`src/rtl/parity_engine.sv`:
```
// Serial parity checker: accumulates LSB-first data bits, then compares the optional parity bit.
// Optional saturating error counter (port ParEng_ErrCnt) enabled by macro PARITY_ERR_COUNT_EN.
module parity_engine #(
    parameter int DATA_WIDTH = 8,
    parameter int CNT_WIDTH  = 4
) (
    input  logic       CLK,
    input  logic       RST,
    input  logic       ParEng_Start,
    input  logic       ParEng_BitValid,
    input  logic       ParEng_SerBit,
    input  logic       ParEng_ParEn,
    input  logic [1:0] ParEng_Mode,
    output logic       ParEng_ParBit,
    output logic       ParEng_Busy,
    output logic       ParEng_Done,
    output logic       ParEng_ParErr
`ifdef PARITY_ERR_COUNT_EN
    ,
    output logic [7:0] ParEng_ErrCnt
`endif
);

    localparam logic [1:0] IDLE   = 2'd0;
    localparam logic [1:0] DATA   = 2'd1;
    localparam logic [1:0] PAR    = 2'd2;
    localparam logic [1:0] REPORT = 2'd3;

    localparam logic [CNT_WIDTH-1:0] LAST_BIT = CNT_WIDTH'(DATA_WIDTH - 1);

    logic [1:0]           state;
    logic                 acc;
    logic [CNT_WIDTH-1:0] bitCnt;
    logic [1:0]           modeHeld;
    logic                 parEnHeld;
    logic                 parErr;
    logic                 parBit;

    // Parity follows the mode captured at Start, not the live Mode input.
    always_comb begin
        parBit = 1'b0;
        case (modeHeld)
            2'b00:   parBit = acc;
            2'b01:   parBit = ~acc;
            2'b10:   parBit = 1'b1;
            default: parBit = 1'b0;
        endcase
    end

    always_ff @(posedge CLK) begin
        if (RST) begin
            state     <= IDLE;
            acc       <= 1'b0;
            bitCnt    <= '0;
            modeHeld  <= 2'b00;
            parEnHeld <= 1'b0;
            parErr    <= 1'b0;
        end else if (ParEng_Start) begin
            state     <= DATA;
            acc       <= 1'b0;
            bitCnt    <= '0;
            modeHeld  <= ParEng_Mode;
            parEnHeld <= ParEng_ParEn;
            parErr    <= 1'b0;
        end else begin
            case (state)
                DATA: begin
                    if (ParEng_BitValid) begin
                        acc    <= acc ^ ParEng_SerBit;
                        bitCnt <= bitCnt + CNT_WIDTH'(1);
                        if (bitCnt == LAST_BIT) begin
                            state <= parEnHeld ? PAR : REPORT;
                        end
                    end
                end
                PAR: begin
                    if (ParEng_BitValid) begin
                        parErr <= (ParEng_SerBit != parBit);
                        state  <= REPORT;
                    end
                end
                REPORT:  state <= IDLE;
                default: state <= IDLE;
            endcase
        end
    end

    assign ParEng_ParBit = parBit;
    assign ParEng_Busy   = (state == DATA) || (state == PAR);
    assign ParEng_Done   = (state == REPORT);
    assign ParEng_ParErr = parErr;

`ifdef PARITY_ERR_COUNT_EN
    logic [7:0] errCnt;

    always_ff @(posedge CLK) begin
        if (RST) begin
            errCnt <= '0;
        end else if ((state == REPORT) && parErr && (errCnt != '1)) begin
            errCnt <= errCnt + 8'd1;
        end
    end

    assign ParEng_ErrCnt = errCnt;
`else
    // No error counter in this configuration.
`endif

endmodule
```
`config.mk`:
```
export PLATFORM = sky130hd
export DESIGN_NAME = parity_engine
export DESIGN_NICKNAME = d
export VERILOG_FILES = /design/src/rtl/parity_engine.sv
export SDC_FILE = /design/constraint.sdc
export NUM_CORES = 1
export LEC_CHECK = 0
export ABC_AREA = 1
export BUFFER_PORTS_ARGS = -buffer_cell sky130_fd_sc_hd__buf_2
export CORE_AREA = 2 2 39 41
export CTS_CLUSTER_SIZE = 25
export DETAILED_ROUTE_END_ITERATION = 16
export DIE_AREA = 0 0 41 43
export HOLD_SLACK_MARGIN = 0.12
export PLACE_DENSITY = 0.63
export SLEW_MARGIN = 20
export SYNTH_ARGS = -nofsm -noshare
export SYNTH_HDL_FRONTEND = slang
export SYNTH_SLANG_ARGS = --single-unit
```
`constraint.sdc`:
```
create_clock -name CLK -period 1.4 [get_ports CLK]
set_clock_uncertainty 0.15 [all_clocks]
set_input_delay 0.28 -clock CLK [delete_from_list [all_inputs] [get_ports CLK]]
set_output_delay 0.28 -clock CLK [all_outputs]
set_load 0.01 [all_outputs]
```
==> flow_summary.ini <==
[pwr]
vdd_ir_drop_max_mv = 0.491
switching_share = 0.276
clkPwrFrac = 0.311
p_comb_frac = 0.210
p_seq_frac = 0.479
power_density_mw_per_mm2 = 874
leakage_nw = 0.395
p_int_mw = 0.512
switchingPower_mw = 0.195

[place]
port-buffer-count = 11
place_area_um2 = 672
place_ws_ns = 0.0294
gp_congestion = 0.730
dp_hpwl_um = 919

[timing]
fmaxAchievable_ghz = 0.677
worst_pin_slew_ns = 0.152
hold_viol_final = 0
setup_violations = 3
hold_slack_ns = 0.144
fin_crit_ns = 1.48
period_share = 1.06
slew_headroom = 0.898
slew_violations = 0
setup_slack_ns = -0.0771
rsz0062_at_grt = true

[clocking]
cts_tree = done
clock_path_buffers = 2
path_clk_slew_ns = 0.07
numCtsBuffers = 3
cts_root_buf = clkbuf_4
cts_sinks = 11
htree_levels = 1
clk-insertion-delay-late_ns = 0.27

[global_routing]
grt_max_degree = 8
antenna_found_initial = 0
grt_pass1_vias = 518
grt_overflow = 0
grt_pass1_wl_mm = 2.00
track_usage = 0.167

[detailed_routing]
via_per_inst = 4.83
drtIter0Drc = 8
vias = 604
wl_per_cell_um = 9.89
wl_mm = 1.24
ant_nets = 0
drc = 0
firstDrtPassIters = 4

[worst_hold_path]
min_from = ParEng_Start
worstHoldPathCells = 3
min_to = parEnHeld
holdCritPathClass = in2reg

[synth]
muxShareOfSynthArea = 0
synthXorXnorAreaFrac = 0
synth_area_per_cell_um2 = 6.77
synth_area_leaders = dfxtp_1 (37%), inv_1 (11%), nor2_1 (9.6%)
synthAdderAreaFrac = 0.0849
synth-compound-area-share = 0.161
netlist_area_um2 = 589
synth_top_area_cell = dfxtp_1
synth_cells = 87
synth.distinct_cells = 16
synth-seq-cells = 11
syn-num-nets = 99
synth_top_area_frac = 0.374
synth_top_family_by_area = simple AND/OR/NAND/NOR gates
synth_simple_gate_area_frac = 0.272
yosysSeqAreaShare = 0.374
ys_warn_count = 0

[die]
die_area_mm2 = 0.00176
initial_utilization = 0.426
die_h_um = 43
num_rows = 14
dieWidth_um = 41
boundaryPins = 12
coreArea_mm2 = 0.00138

[flow_run]
max_cap_violations = 0

[cells_and_area]
syn_to_final_growth_pct = 37.2
antenna_cells = 0
n_fill_cell = 133
fin_area_um2 = 808
final_layout_size_suffix_gt1_frac = 0.321
fin_nets = 122
mostFrequentLayoutCells = inv_1 (14), nor2_1 (14), nand2_1 (13), buf_2 (8), dfxtp_1 (7)

[setup_path]
reg2reg_to = bitCnt[3]
rr_worst_depth = 7
crit-reg2reg-launch = state[0]
crit_start = state[0]
rrSetupSlack_ns = 0.09
cp_max_fo = 2
cp.arrival_ns = 1.05
critPathLaunchType = flop
required_ns = 0.97
end_kind = primary output
worst-setup-path-type = reg2out

[status]
violations = negative setup slack
status = complete, but fails checks
[layer usage]
| layer | part of all wire | track usage | vias up |
|---|---|---|---|
| met1 | 0.46 | 0.221 | 263 |
| met4 | 0.019 | 0.100 | 0 |
| met5 | 0 | 0 | - |
| met2 | 0.47 | 0.238 | 19 |
| li1 | - | - | 318 |
| met3 | 0.049 | 0.0366 | 4 |
[cells in the mapped netlist, drive strengths merged]
cell type  number
a21oi           4
nor2           17
o21ai          10
ha              4
a31oi           1
nor3            1
inv            17
dfxtp          11
nand2          14
nand3           5
and3            1
o21bai          2
[area by class of cell]
| class | count | area [um2] | share of cell area |
|---|---|---|---|
| Multi-Input combinational cell | 59 | 343 | 0.424 |
| Sequential cell | 11 | 225 | 0.279 |
| Timing Repair Buffer | 18 | 130 | 0.161 |
| Inverter | 17 | 63.8 | 0.0789 |
| Clock buffer | 4 | 26.3 | 0.0325 |
| Tap cell | 16 | 20.0 | 0.0248 |
[timing repair]
item,CTS,global route
cloned,0,0
pin swaps,2,4
hold buffers,3,0
endpoints found under the hold margin,3,0
endpoints found under the setup margin,2,8
gates resized for setup,13,6
buffers inserted,3,1
[per-stage QoR]
stage,TNS [ns],power (mW),utilization,instances
after global placement,0,0.445,0.486,115
final,-0.159,0.706,0.584,125
after floorplan,0,0.409,-,87
after detailed placement,0,0.447,0.486,115
after CTS,-0.124,0.704,0.571,125
after global routing,-0.282,0.743,0.584,125
[worst max path at each step]
| stage | to | slack, ns | cells after the start |
|---|---|---|---|
| after global placement | state[1] | 0.04 | 6 |
| after CTS | ParEng_Busy | -0.07 | 4 |
| after floorplan | state[1] | 0.12 | 6 |
| after global routing | ParEng_Busy | -0.12 | 4 |
| final | ParEng_Busy | -0.08 | 4 |
| after detailed placement | state[1] | 0.03 | 6 |
[worst max-delay path, stage by stage (launching register included)]
cell and delay [ns]:
dfxtp_2 0.34, inv_2 0.05, ha_4 0.25, inv_2 0.04, buf_6 0.11
[state kept, by name, summed over array words and instances, names as in the netlist]
name	count
state	2
ParEng_ParErr	1
modeHeld	2
parEnHeld	1
acc	1
bitCnt	4
[kinds of logic (layout without fill, tap and decap cells)]
family                     after synthesis  in the layout
adders and majority gates                4              4
buffers and inverters                   17             39
DFF                                     11             11
AOI/OAI and AO/OA                       17             17
and+or+nand+nor                         38             38
[power groups by stage]
stage / Clock, mW / Combinational (mW) / Sequential, mW
2_1_floorplan: 0 / 0.0687 / 0.341
3_3_place_gp: 0 / 0.103 / 0.342
3_5_place_dp: 0 / 0.104 / 0.343
4_1_cts: 0.226 / 0.141 / 0.338
5_1_grt: 0.237 / 0.166 / 0.340
6_report: 0.220 / 0.148 / 0.338
Note: power is estimated with default switching activity, not from simulation.
